**config.mk**
```make
export PLATFORM = sky130hd
export DESIGN_NAME = crop_distributor
export DESIGN_NICKNAME = d
export VERILOG_FILES = /design/src/rtl/crop_distributor.sv
export SDC_FILE = /design/constraint.sdc
export NUM_CORES = 1
export LEC_CHECK = 0
export ABC_AREA = 0
export CORE_AREA = 2 2 63 77
export CTS_CLUSTER_SIZE = 16
export DETAILED_ROUTE_END_ITERATION = 16
export DIE_AREA = 0 0 65 79
export GPL_TIMING_DRIVEN = 0
export PLACE_DENSITY = 0.77
export SLEW_MARGIN = 20
export SYNTH_ARGS = -nofsm -noshare
export SYNTH_HDL_FRONTEND = slang
export SYNTH_SLANG_ARGS = --single-unit
```
**constraint.sdc**
```tcl
create_clock -name clk -period 1.85 [get_ports clk]
set_clock_uncertainty 0.05 [all_clocks]
set_input_delay 0.37 -clock clk [delete_from_list [all_inputs] [get_ports clk]]
set_output_delay 0.37 -clock clk [all_outputs]
set_load 0.01 [all_outputs]
```
**src/rtl/crop_distributor.sv**
```systemverilog
// crop_distributor: steers a back-to-back crop pixel stream to per-crop AXI-Stream lanes
// through a registered output stage with a one-entry skid buffer.
module crop_distributor #(
  parameter int OUT_ROWS  = 20,
  parameter int OUT_COLS  = 20,
  parameter int NUM_CROPS = 3
) (
  input  logic                 clk,
  input  logic                 reset_n,
  input  logic                 s_axis_tvalid,
  output logic                 s_axis_tready,
  input  logic [7:0]           s_axis_tdata,
  output logic [NUM_CROPS-1:0] m_axis_tvalid,
  input  logic [NUM_CROPS-1:0] m_axis_tready,
  output logic [7:0]           m_axis_tdata [NUM_CROPS-1:0],
  output logic [NUM_CROPS-1:0] m_axis_tlast,
  output logic [2:0]           crop_idx,
  output logic                 frame_done
);
  localparam int NPIX = OUT_ROWS * OUT_COLS;
  localparam int CW   = $clog2(NPIX);

  logic [CW-1:0] cnt_q, cnt_d;
  logic [2:0]    crop_q, crop_d, or_dest_q, or_dest_d, sr_dest_q, sr_dest_d;
  logic [7:0]    or_data_q, or_data_d, sr_data_q, sr_data_d;
  logic          or_v_q, or_v_d, or_last_q, or_last_d;
  logic          sr_v_q, sr_v_d, sr_last_q, sr_last_d;
  logic          rdy_q, rdy_d, fd_q, fd_d;
  logic          s_hs, m_hs, in_last, or_free, ld_sr2or, ld_in2or, ld_in2sr;

  always_ff @(posedge clk or negedge reset_n) begin
    if (!reset_n) begin
      cnt_q     <= '0;
      crop_q    <= '0;
      or_v_q    <= 1'b0;
      or_last_q <= 1'b0;
      or_dest_q <= '0;
      or_data_q <= '0;
      sr_v_q    <= 1'b0;
      sr_last_q <= 1'b0;
      sr_dest_q <= '0;
      sr_data_q <= '0;
      rdy_q     <= 1'b0;
      fd_q      <= 1'b0;
    end else begin
      cnt_q     <= cnt_d;
      crop_q    <= crop_d;
      or_v_q    <= or_v_d;
      or_last_q <= or_last_d;
      or_dest_q <= or_dest_d;
      or_data_q <= or_data_d;
      sr_v_q    <= sr_v_d;
      sr_last_q <= sr_last_d;
      sr_dest_q <= sr_dest_d;
      sr_data_q <= sr_data_d;
      rdy_q     <= rdy_d;
      fd_q      <= fd_d;
    end
  end

  always_comb begin
    m_hs = 1'b0;
    for (int i = 0; i < NUM_CROPS; i++)
      if (or_dest_q == 3'(i)) m_hs = or_v_q && m_axis_tready[i];
    s_hs     = s_axis_tvalid && rdy_q;
    in_last  = cnt_q == CW'(NPIX - 1);
    cnt_d    = s_hs ? (in_last ? '0 : cnt_q + CW'(1)) : cnt_q;
    crop_d   = (s_hs && in_last) ? (crop_q == 3'(NUM_CROPS - 1) ? 3'd0 : crop_q + 3'd1) : crop_q;
    // SR is only ever full while s_axis_tready is low, so SR->OR and an accept never collide
    or_free  = !or_v_q || m_hs;
    ld_sr2or = or_free && sr_v_q;
    ld_in2or = or_free && !sr_v_q && s_hs;
    ld_in2sr = !or_free && s_hs;
    or_v_d    = or_free ? (sr_v_q || s_hs) : 1'b1;
    or_data_d = ld_sr2or ? sr_data_q : ld_in2or ? s_axis_tdata : or_data_q;
    or_dest_d = ld_sr2or ? sr_dest_q : ld_in2or ? crop_q : or_dest_q;
    or_last_d = ld_sr2or ? sr_last_q : ld_in2or ? in_last : or_last_q;
    sr_v_d    = ld_in2sr || (sr_v_q && !ld_sr2or);
    sr_data_d = ld_in2sr ? s_axis_tdata : sr_data_q;
    sr_dest_d = ld_in2sr ? crop_q : sr_dest_q;
    sr_last_d = ld_in2sr ? in_last : sr_last_q;
    rdy_d     = !sr_v_d;
    fd_d      = m_hs && or_last_q && or_dest_q == 3'(NUM_CROPS - 1);
  end

  always_comb begin
    for (int i = 0; i < NUM_CROPS; i++) begin
      m_axis_tvalid[i] = or_v_q && or_dest_q == 3'(i);
      m_axis_tlast[i]  = or_v_q && or_dest_q == 3'(i) && or_last_q;
      m_axis_tdata[i]  = or_data_q;
    end
    s_axis_tready = rdy_q;
    crop_idx      = crop_q;
    frame_done    = fd_q;
  end
endmodule

```
# Word-level counts from Yosys, hierarchy flattened
# Index checks and enable logic that the tools add are counted.
[classes]
addsub = 2
n_eq_ne = 4
mux = 12
reduce_logical = 28
[ops]
columns = ["cell", "n"]
rows = [
  ["logical AND 1 bit", 18],
  ["two-way mux 8 bit", 2],
  ["adder 9 x 1 -> 9 bit, second input constant", 1],
  ["== test 9 bit, second input constant", 1],
  ["two-way mux 3 bit", 3],
  ["two-way mux 9 bit", 1],
  ["== test 3 x 2 -> 1 bit, second input constant", 2],
  ["two-way mux 1 bit", 6],
  ["zero test 1 bit", 5],
  ["adder 3 x 1 -> 3 bit, second input constant", 1],
  ["== test 3 x 1 -> 1 bit, second input constant", 1],
  ["zero test 3 bit", 1],
  ["logical OR 1 bit", 3],
  ["nonzero test 2 bit", 1],
]
[totals]
register_bits = 40
in_bits = 14
out_inout_bits = 35
wordCells = 58

# Depth between registers and ports, before layout
# Gate-level depths: netlist of the first run.
[depth]
ltp_word = 10
ltp_mapped = 6
mapped_depth_nobuf = 5

# Least setup slack after synthesis of the first run
# OpenSTA, ideal clock, no wires.
[synth_timing]
path_type = "register to register"
start = "reg or_dest_q[2]"
end = "reg sr_data_q[0]"
arrival_time_ps = 1432
slack_ps = 240
stages_incl_launch_ff = 5
path_buffers = 1
synth_period_minus_slack_ps = 1610
path_cell_list = "dfrtp_1 > or2_1 > o2111ai_4 > buf_4 > mux2_1"
[synth_via]
elab_chain_cells = 7
elab_cells_between_ends = 9
classes_between = "2 x eq/ne; 3 x mux; 4 x reduce/logical"
[synth_rtl]
columns = ["item", "line", "source"]
rows = [
  ["start, declared", "24", "logic [2:0] crop_q, crop_d, or_dest_q, or_dest_d, sr_dest_q, sr_dest_d;"],
  ["start signal, assigned", "50", "or_dest_q <= or_dest_d;"],
  ["zero test 3 bit", "64", "if (or_dest_q == 3'(i)) m_hs = or_v_q && m_axis_tready[i];"],
  ["two-way mux 1 bit (2 in series)", "64", ""],
  ["two-way mux 1 bit *", "64", ""],
  ["logical OR 1 bit *", "70", "or_free = !or_v_q || m_hs;"],
  ["zero test 1 bit *", "73", "ld_in2sr = !or_free && s_hs;"],
  ["logical AND 1 bit *", "73", ""],
  ["end signal, assigned", "55", "sr_data_q <= sr_data_d;"],
  ["end, declared", "25", "logic [7:0] or_data_q, or_data_d, sr_data_q, sr_data_d;"],
]
# Every way passes the cells marked *; elsewhere a longest branch is shown, timed or not.
# A chain may end at the register's enable or synchronous reset.

# Worst setup path in the final report of the first run
[layout_timing]
start = "reg or_dest_q[0]"
end = "out m_axis_tvalid[0]"
[layout_via]
elab_chain_cells = 2
[layout_rtl]
columns = ["item", "line", "source"]
rows = [
  ["zero test 3 bit", "88", "m_axis_tvalid[i] = or_v_q && or_dest_q == 3'(i);"],
  ["logical AND 1 bit", "88", ""],
  ["end, declared", "13", "output logic [NUM_CROPS-1:0] m_axis_tvalid,"],
]
# No other way between the ends.

==> reports/results.txt, run 1 <==
Outcome: finished clean
Family with the most delay on the worst path: simple AND/OR/NAND/NOR gates
Final Hold Vio Count: 0
Clk pin slew, worst setup/hold paths: 0.07 ns
Largest net degree at the start of global routing: 35
Slowest-stage cell, CP: dfrtp_1
GRT overflow: 0
HPWL after DPL: 3080 um
Reg-to-Reg Start: or_dest_q[0]
Flops & latches, synth: 40
First-pass GRT wire length: 7250 um
Worst slew pin tran: 0.444 ns
Crit path capture: m_axis_tvalid[0]
Core Util, Final: 62.8%
Tot Pwr: 2.97 mW
Instance count on the critical path: 3
Crit-path cells: or2_4 > nor2_1 > dlygate4sd2_1
Final max-slew violation count: 0
Layout Cells excl Fill: 316
CP startpoint: or_dest_q[0]
Die ar.: 5140 um2
Synthesized net count: 212
1st-pass router iterations: 5
Initial core utilization: 47.1%
Mean post-synth cell area: 10.6 um2
R2r setup slk: 0.13 ns
IO Port Bufs: 48
Layout cells sized above 1: 20.5%
Diode count: 0
RePlAce Congestion: 0.798
Post-Synth Simple-Gate Area: 18.4%
Final wirelength: 4220 um
Core area: 4430 um2
CP max FO: 5
Area share of fa/ha/maj cells after synthesis: 0.600%
Antenna violations before repair: 0
Number of global-route vias before repair: 1612
CTS sink count: 40
Die width: 65 um
Worst-Skew Late Latency: 0.28 ns
Critical R2R Capture: or_data_q[0]
Number of max-cap violations: 0
Rel. slew slack: 70.4%
# H-tree levels: 2
Period utilization: 96.9%
Via-to-Cell Ratio: 5.23
Mapped Cells: 197
Register area share after synthesis: 48.0%
Total track usage: 18.1%
Nets: 272
Final setup violation count: 0
Vias: 1654
Clock root buffer: clkbuf_8
Number of synthesis warnings: 0
Worst Reg-to-Reg Cells: 5
Mapped Area: 2080 um2
PD cells: 1070 nW/um2
Peak supply drop: 0.610 mV
CP endpoint kind: primary output
Hold crit path type: primary input to asynchronous set/reset pin
Area growth syn-to-layout: 33.4%
Bufs on Longest Clock Path: 2
P_leak: 1.20 nW
Drt first-iter violations: 74
Critical path's largest stage delay: 0.41 ns
CP startpoint kind: flip-flop
Most common cell after layout, fill and taps aside: clkdlybuf4s50_1
Crit path buffers/inverters: 1
DRC Markers: 0
XOR/XNOR Fraction of Synth Area: 2.94%
CP Class: flip-flop to primary output
Die Y: 79 um
CTS tree: yes
Wire per inst: 13.3 um
Placed insts: 304
Post-synthesis compound-gate area fraction: 14.8%
Antenna Nets Post-Route: 0
Boundary Pins: 49
Post-layout min period: 1.79 ns
Post-synthesis mux area share: 6.60%
CTS buffer count: 5
FP Rows: 27
Crit path required time: 1.43 ns
CP Data Arrival Time: 1.37 ns
Most frequent cells in the layout: clkdlybuf4s50_1, dfrtp_1, nor2_1
Library cells used by synthesis: 37
Fmax: 558 MHz
Largest family of logic cells by synthesized area: simple AND/OR/NAND/NOR gates
cell usage after synthesis:
library cell / number / area [um2]
dfrtp_1: 40 / 1000
nor2_1: 29 / 109
buf_4: 18 / 135
nand2_1: 12 / 45.0
a21oi_1: 10 / 50.1
nand3b_1: 10 / 75.1
a22o_1: 7 / 61.3
o221a_1: 7 / 78.8
buf_2: 6 / 30.0
mux2_1: 6 / 67.6
xnor2_1: 6 / 52.6
mux2_2: 5 / 56.3
and3_1: 4 / 25.0
nand4_1: 4 / 25.0
o21ai_0: 3 / 15.0
a31oi_1: 2 / 12.5
and2_1: 2 / 12.5
clkbuf_1: 2 / 7.51
inv_1: 2 / 7.51
nand2b_1: 2 / 12.5
nand3_1: 2 / 10.0
o221a_2: 2 / 22.5
or2_1: 2 / 12.5
a211oi_1: 1 / 7.51
a21o_1: 1 / 7.51
a311oi_1: 1 / 8.76
and4_1: 1 / 8.76
ha_1: 1 / 12.5
mux2i_2: 1 / 13.8
nand4bb_1: 1 / 11.3
nor2b_1: 1 / 6.26
nor3b_1: 1 / 7.51
nor4b_4: 1 / 23.8
o2111ai_4: 1 / 26.3
o211ai_2: 1 / 12.5
o21ai_1: 1 / 5.00
xor2_1: 1 / 8.76
kinds of logic after synthesis:
family,count (synthesis)
AND/OR/NAND/NOR,72
flip-flops,40
AO/OA/AOI/OAI,37
buffers and inverters,28
multiplexers,12
XOR/XNOR,7
adder cells (fa/ha/maj),1
registers in the layout, indices dropped and copies added, names as in the netlist:
name,count
or_v_q,1
or_data_q,8
sr_data_q,8
cnt_q,9
or_dest_q,3
sr_last_q,1
crop_idx,3
s_axis_tready,1
sr_dest_q,3
or_last_q,1
frame_done,1
sr_v_q,1
where the power goes:
group | internal, mW | switching (mW)
combinational | 0.713 | 0.448
clock | 0.304 | 0.274
sequential | 1.06 | 0.171
total | 2.08 | 0.893
final cells by class:
cell class,count,area (um2)
Fill cell,360,1650
Sequential cell,40,1000
Multi-Input combinational cell,129,915
Timing Repair Buffer,53,518
Buffer,26,173
Clock buffer,8,90.1
Tap cell,58,72.6
Inverter,2,7.51
stage by stage:
stage / hold WS [ns] / TNS (ns) / area (um2) / setup slack [ns]
6_report: 0.399 / 0 / 2780 / 0.0567
5_1_grt: 0.418 / -0.0153 / 2780 / -0.0126
4_1_cts: 0.395 / -0.0562 / 2750 / -0.0562
3_5_place_dp: 0.173 / -3.56 / 2650 / -0.195
3_3_place_gp: 0.408 / -25.01 / 2640 / -0.553
2_1_floorplan: 0.0244 / 0 / 2080 / 0.240
worst min-delay path by stage:
stage	endpoint	cells after the start	slack (ns)	from
after floorplan	cnt_q[0]	0	0.02	reset_n
after global placement	sr_last_q	2	0.41	sr_last_q
after detailed placement	cnt_q[2]	1	0.17	reset_n
after CTS	cnt_q[6]	2	0.40	reset_n
after global routing	cnt_q[6]	2	0.42	reset_n
final	cnt_q[3]	2	0.40	reset_n
what timing repair did:
action                                  CTS  global route
endpoints found under the setup margin    6             7
resized for setup                        10             6
pin swaps                                 0             1
hold endpoints to repair                  6             0
buffers inserted                          0             3
hold buffers                              1             0
gates cloned                              0             0
routing by layer:
layer	track usage, %	vias to the layer above	share of wire [%]
met5	0	-	0
met2	29.9	47	51
met3	3.68	2	5.1
met4	7.23	0	0.97
li1	-	802	-
met1	23.1	803	43
Note: power is estimated with default switching activity, not from simulation.
==> run 2, diff against run 1 <==
--- a/config.mk
+++ b/config.mk
@@ -6,12 +6,14 @@
 export NUM_CORES = 1
 export LEC_CHECK = 0
 export ABC_AREA = 0
-export CORE_AREA = 2 2 63 77
+export CAP_MARGIN = 20
+export CORE_AREA = 2 2 56 69
 export CTS_CLUSTER_SIZE = 16
 export DETAILED_ROUTE_END_ITERATION = 16
-export DIE_AREA = 0 0 65 79
+export DIE_AREA = 0 0 58 71
+export DONT_BUFFER_PORTS = 1
 export GPL_TIMING_DRIVEN = 0
-export PLACE_DENSITY = 0.77
+export PLACE_DENSITY = 0.76
 export SLEW_MARGIN = 20
 export SYNTH_ARGS = -nofsm -noshare
 export SYNTH_HDL_FRONTEND = slang
==> reports/results.txt, run 2 (synthesis gave the netlist of run 1 again) <==
Core Util, Final: 65.2% (was 62.8%)
Crit-path cells: or2_4 > nor2_4 > and2_1 (was or2_4 > nor2_1 > dlygate4sd2_1)
Drt first-iter violations: 59 (was 74)
GRT overflow: 0 (unchanged)
Hold path endpoint: sr_data_q[7]
Worst slew pin tran: 0.508 ns (was 0.444 ns)
Hold path start: s_axis_tdata[7]
PD cells: 1150 nW/um2 (was 1070 nW/um2)
CP max FO: 5 (unchanged)
Post-layout min period: 1.76 ns (was 1.79 ns)
Outcome: finished clean (unchanged)
Final wirelength: 4140 um (was 4220 um)
Total track usage: 21.3% (was 18.1%)
Boundary Pins: 49 (unchanged)
Critical path's largest stage delay: 0.41 ns (about the same)
Wire per inst: 16.8 um (was 13.3 um)
Area growth syn-to-layout: 8.94% (was 33.4%)
Number of max-cap violations: 0 (unchanged)
Peak supply drop: 0.928 mV (was 0.610 mV)
Slowest-stage cell, CP: dfrtp_1 (unchanged)
Final max-slew violation count: 0 (unchanged)
Die Y: 71 um (was 79 um)
Family with the most delay on the worst path: simple AND/OR/NAND/NOR gates (unchanged)
Largest net degree at the start of global routing: 41 (was 35)
Setup_tns: 0 ns (unchanged)
P_leak: 0.987 nW (was 1.20 nW)
CP startpoint kind: flip-flop (unchanged)
Crit path required time: 1.43 ns (about the same)
Final setup violation count: 0 (unchanged)
Crit path buffers/inverters: 0 (was 1)
Hold crit path type: primary input to flip-flop (was primary input to asynchronous set/reset pin)
Reg-to-Reg Start: cnt_q[4] (was or_dest_q[0])
CTS tree: yes (unchanged)
RSZ-0062 raised after global routing: false
# Post-CTS Setup Buffers: 0 (unchanged)
Rel. slew slack: 66.1% (was 70.4%)
Nets: 221 (was 272)
FP Rows: 24 (was 27)
Min-Delay Path Depth: 1
Die ar.: 4120 um2 (was 5140 um2)
Worst Reg-to-Reg Cells: 5 (unchanged)
DRC Markers: 0 (unchanged)
Most flops, register: cnt_q (unchanged)
Max FFs per register: 9 (unchanged)
Biggest regs: cnt_q (9), or_data_q (8), sr_data_q (8) (unchanged)
Final Hold Vio Count: 0 (unchanged)
CTS buffer count: 5 (unchanged)
Fill cells: 277 (was 360)
Clock root buffer: clkbuf_8 (unchanged)
Via-to-Cell Ratio: 6.05 (was 5.23)
Most frequent cells in the layout: dfrtp_1, nor2_1, buf_4 (was clkdlybuf4s50_1, dfrtp_1, nor2_1)
Number of global-route vias before repair: 1483 (was 1612)
Antenna Nets Post-Route: 0 (unchanged)
Antenna violations before repair: 0 (unchanged)
Initial core utilization: 59.8% (was 47.1%)
CTS sink count: 40 (unchanged)
1st-pass router iterations: 4 (was 5)
IO Port Bufs: 0 (was 48)
Critical R2R Capture: crop_idx[0] (was or_data_q[0])
Worst-Skew Late Latency: 0.30 ns (was 0.28 ns)
Layout cells sized above 1: 22.7% (was 20.5%)
CP Class: flip-flop to primary output (unchanged)
CP endpoint kind: primary output (unchanged)
HPWL after DPL: 2910 um (was 3080 um)
Fmax: 567 MHz (was 558 MHz)
Area of the multi-input gates: 915 um2 (unchanged)
# H-tree levels: 2 (unchanged)
Register area: 1000 um2 (about the same)
Bufs on Longest Clock Path: 2 (unchanged)
CP Data Arrival Time: 1.34 ns (was 1.37 ns)
Vias: 1489 (was 1654)
Period utilization: 95.3% (was 96.9%)
Core area: 3480 um2 (was 4430 um2)
Die width: 58 um (was 65 um)
First-pass GRT wire length: 6740 um (was 7250 um)
Most common cell after layout, fill and taps aside: dfrtp_1 (was clkdlybuf4s50_1)
Diode count: 0 (unchanged)
RePlAce Congestion: 0.802 (was 0.798)
R2r setup slk: 0.13 ns (about the same)
Clk pin slew, worst setup/hold paths: 0.08 ns (was 0.07 ns)
[run 2: changes by cell type in the layout (fill, tap and decap cells not counted), sizes merged]
cell	delta
buf	-4
clkbuf	-4
clkdlybuf4s15	-1
clkdlybuf4s50	-41
clkinv	+1
clkinvlp	+2
dlygate4sd2	-4
[run 2: final cells by class]
cell class                 instances  share of cell area [%]
inverter                           2                   0.331
tap                               39                    2.15
multi-input combinational        129                    40.3
timing repair buffer               2                    1.32
sequential                        40                    44.1
clock buffer                       5                    3.03
clock inverter                     3                    1.05
buffer                            26                    7.77
[run 2: what timing repair did]
action | 4_1_cts | 5_1_grt
endpoints found under the hold margin | 40 | 0
hold buffers | 2 | 0
resized for setup | 2 | 3
pin swaps | 0 | 0
setup endpoints to repair | 1 | 18
gates cloned | 0 | 0
[run 2: layer usage]
layer | vias to the layer above | track usage (%) | wire length (um)
li1 | 701 | - | -
met1 | 726 | 24.6 | 1630
met2 | 55 | 34.3 | 2160
met3 | 7 | 6.40 | 297
met4 | 0 | 13.2 | 54
met5 | - | 0 | 0
[run 2: worst max-delay path by stage]
stage                 endpoint         start  cells past startpoint
4_1_cts        m_axis_tlast[2]  or_dest_q[2]                      3
5_1_grt        m_axis_tlast[2]  or_dest_q[2]                      3
3_3_place_gp      sr_dest_q[0]  or_dest_q[2]                      4
3_5_place_dp      sr_data_q[5]  or_dest_q[2]                      4
6_report       m_axis_tlast[2]  or_dest_q[2]                      3
2_1_floorplan     sr_data_q[0]  or_dest_q[2]                      4
[run 2: power by group]
| group | total (mW) | internal, mW | switching [mW] | leakage (nW) |
|---|---|---|---|---|
| combinational | 0.740 | 0.380 | 0.360 | 0.445 |
| clock | 0.592 | 0.267 | 0.325 | 0.0404 |
| sequential | 1.27 | 1.06 | 0.215 | 0.501 |
[run 2: stage by stage]
step                cell area [um2]  setup slack (ns)  instances  hold WS, ns  power, mW
finish                         2270            0.0866        246        0.154       2.60
global placement               2130             0.108        236       0.0252       1.96
global route                   2270            0.0332        246        0.161       2.77
CTS                            2260           0.00181        246        0.151       2.62
floorplan                      2080             0.240        197       0.0244       1.87
detailed placement             2130            0.0636        236       0.0252       2.01
==> run 3, diff against run 2 <==
--- a/config.mk
+++ b/config.mk
@@ -7,13 +7,13 @@
 export LEC_CHECK = 0
 export ABC_AREA = 0
 export CAP_MARGIN = 20
-export CORE_AREA = 2 2 56 69
+export CORE_AREA = 2 2 53 74
 export CTS_CLUSTER_SIZE = 16
 export DETAILED_ROUTE_END_ITERATION = 16
-export DIE_AREA = 0 0 58 71
+export DIE_AREA = 0 0 55 76
 export DONT_BUFFER_PORTS = 1
 export GPL_TIMING_DRIVEN = 0
-export PLACE_DENSITY = 0.76
+export PLACE_DENSITY = 0.75
 export SLEW_MARGIN = 20
 export SYNTH_ARGS = -nofsm -noshare
 export SYNTH_HDL_FRONTEND = slang
==> reports/results.txt, run 3 (synthesis gave the netlist of run 1 again) <==
Outcome: finished clean (unchanged)
Worst-Skew Late Latency: 0.29 ns (was 0.30 ns)
Via-to-Cell Ratio: 6.16 (was 6.05)
Total track usage: 22.1% (was 21.3%)
Core Util, Final: 64.0% (was 65.2%)
CP startpoint: cnt_q[0] (was or_dest_q[2])
Die Y: 76 um (was 71 um)
GRT overflow: 0 (unchanged)
Vias: 1533 (was 1489)
Max FFs per register: 9 (unchanged)
IO Port Bufs: 0 (unchanged)
CP endpoint kind: flip-flop (was primary output)
FP Rows: 26 (was 24)
Top routing layer in use: met4 (unchanged)
Clock root buffer: clkbuf_8 (unchanged)
Clk pin slew, worst setup/hold paths: 0.07 ns (was 0.08 ns)
Final max-slew violation count: 0 (unchanged)
Crit path required time: 1.98 ns (was 1.43 ns)
Worst slew pin tran: 0.501 ns (was 0.508 ns)
1st-pass router iterations: 4 (unchanged)
Drt first-iter violations: 38 (was 59)
Crit-path cells: ha_1 > and3_2 > and4_1 > buf_2 > mux2_2 (was or2_4 > nor2_4 > and2_1)
Reg-to-Reg Start: cnt_q[0] (was cnt_q[4])
PD cells: 1180 nW/um2 (was 1150 nW/um2)
CP startpoint kind: flip-flop (unchanged)
CP Data Arrival Time: 1.86 ns (was 1.34 ns)
Setup WS pre-CTS: 0.0773 ns (was 0.0636 ns)
Antenna violations before repair: 0 (unchanged)
Antenna Nets Post-Route: 0 (unchanged)
Post-layout min period: 1.74 ns (was 1.76 ns)
Setup_tns: 0 ns (unchanged)
# Post-CTS Setup Buffers: 0 (unchanged)
HPWL after DPL: 3060 um (was 2910 um)
Core area: 3580 um2 (was 3480 um2)
Layout cells sized above 1: 22.7% (unchanged)
Area after DPL: 2140 um2 (was 2130 um2)
RSZ-0062 raised after global routing: false (unchanged)
Critical path's largest stage delay: 0.43 ns (was 0.41 ns)
Worst Setup Slack, final: 0.113 ns (was 0.0866 ns)
CP max FO: 7 (was 5)
Tot Pwr: 2.71 mW (was 2.60 mW)
DRC Markers: 0 (unchanged)
CTS sink count: 40 (unchanged)
Bufs on Longest Clock Path: 2 (unchanged)
Area growth syn-to-layout: 9.78% (was 8.94%)
Final Hold Vio Count: 0 (unchanged)
Diode count: 0 (unchanged)
Met2 WL post-DR: 2190 um (was 2160 um)
Post-Route M1 WL: 1700 um (was 1630 um)
Final wirelength: 4280 um (was 4140 um)
# H-tree levels: 2 (unchanged)
Period utilization: 93.9% (was 95.3%)
Fmax: 576 MHz (was 567 MHz)
Nets: 221 (unchanged)
Die width: 55 um (was 58 um)
Initial core utilization: 58.3% (was 59.8%)
First-pass GRT wire length: 6740 um (unchanged)
CP Class: flip-flop to flip-flop (was flip-flop to primary output)
Hold crit path type: primary input to flip-flop (unchanged)
Number of global-route vias before repair: 1478 (was 1483)
Largest net degree at the start of global routing: 41 (unchanged)
Most common cell after layout, fill and taps aside: dfrtp_1 (unchanged)
Wire per inst: 17.2 um (was 16.8 um)
Biggest regs: cnt_q (9), or_data_q (8), sr_data_q (8) (unchanged)
Peak supply drop: 0.855 mV (was 0.928 mV)
WL met3: 324 um (was 297 um)
Most flops, register: cnt_q (unchanged)
CTS tree: yes (unchanged)
Slowest-stage cell, CP: dfrtp_1 (unchanged)
Die ar.: 4180 um2 (was 4120 um2)
P_leak: 1.00 nW (was 0.987 nW)
Hold path start: s_axis_tdata[6] (was s_axis_tdata[7])
R2r setup slk: 0.11 ns (was 0.13 ns)
Boundary Pins: 49 (unchanged)
Rel. slew slack: 66.6% (was 66.1%)
Most frequent cells in the layout: dfrtp_1, nor2_1, buf_4 (unchanged)
CTS buffer count: 5 (unchanged)
Number of max-cap violations: 0 (unchanged)
Final Cell Area: 2290 um2 (was 2270 um2)
RePlAce Congestion: 0.790 (was 0.802)
Final setup violation count: 0 (unchanged)
[run 3: cell count changes in the layout (fill, tap and decap cells not counted)]
cell        change
clkinvlp_4      -2
and2_1          -1
buf_4           +1
clkinv_4        -1
and2_4          +1
clkinv_2        +1
buf_6           -1
bufinv_16       +1
clkbuf_1        +1
[run 3: path summary, 6_finish.rpt]
path                                end  cells past startpoint
setup / recovery            crop_idx[0]                      5
hold / removal             sr_data_q[6]                      1
setup reg to reg            crop_idx[0]                      5
hold reg to reg               sr_last_q                      2
max in group asynchronous  or_data_q[7]                      2
min in group asynchronous     or_last_q                      2
[run 3: layer usage]
metal	vias up	track usage (%)
met3	8	6.86
li1	699	-
met1	755	26.3
met2	71	36.7
met4	0	6.83
met5	-	0
[run 3: power by group]
part	switching [mW]	internal, mW	total [mW]
Clock	0.291	0.400	0.691
Sequential	0.218	1.06	1.27
Combinational	0.363	0.380	0.743
[run 3: critical path: cells and delay by family, from the launching register on]
kind / cells / cell delay [ns]
flip-flops: 1 / 0.43
AND/OR/NAND/NOR: 2 / 0.43
multiplexers: 1 / 0.35
adder cells (fa/ha/maj): 1 / 0.19
buffers and inverters: 1 / 0.17
[run 3: area by class of cell]
| type | instances | area (um2) |
|---|---|---|
| Clock buffer | 6 | 72.6 |
| Sequential cell | 40 | 1000 |
| Multi-Input combinational cell | 129 | 917 |
| Inverter | 2 | 7.51 |
| Buffer | 26 | 173 |
| Tap cell | 42 | 52.6 |
| Fill cell | 299 | 1290 |
| Clock inverter | 2 | 35.0 |
| Timing Repair Buffer | 2 | 30.0 |
[run 3: what timing repair did]
action                     in CTS  in global routing
gates resized for setup         2                  3
hold buffers                    2                  0
setup endpoints to repair       1                 13
hold endpoints to repair       40                  0
pin swaps                       0                  0
[run 3: per-stage QoR]
stage                     hold slack (ns)  cells
after global placement             0.0252    239
after floorplan                    0.0244    197
after CTS                           0.153    249
final                               0.160    249
after global routing                0.154    249
after detailed placement           0.0253    239
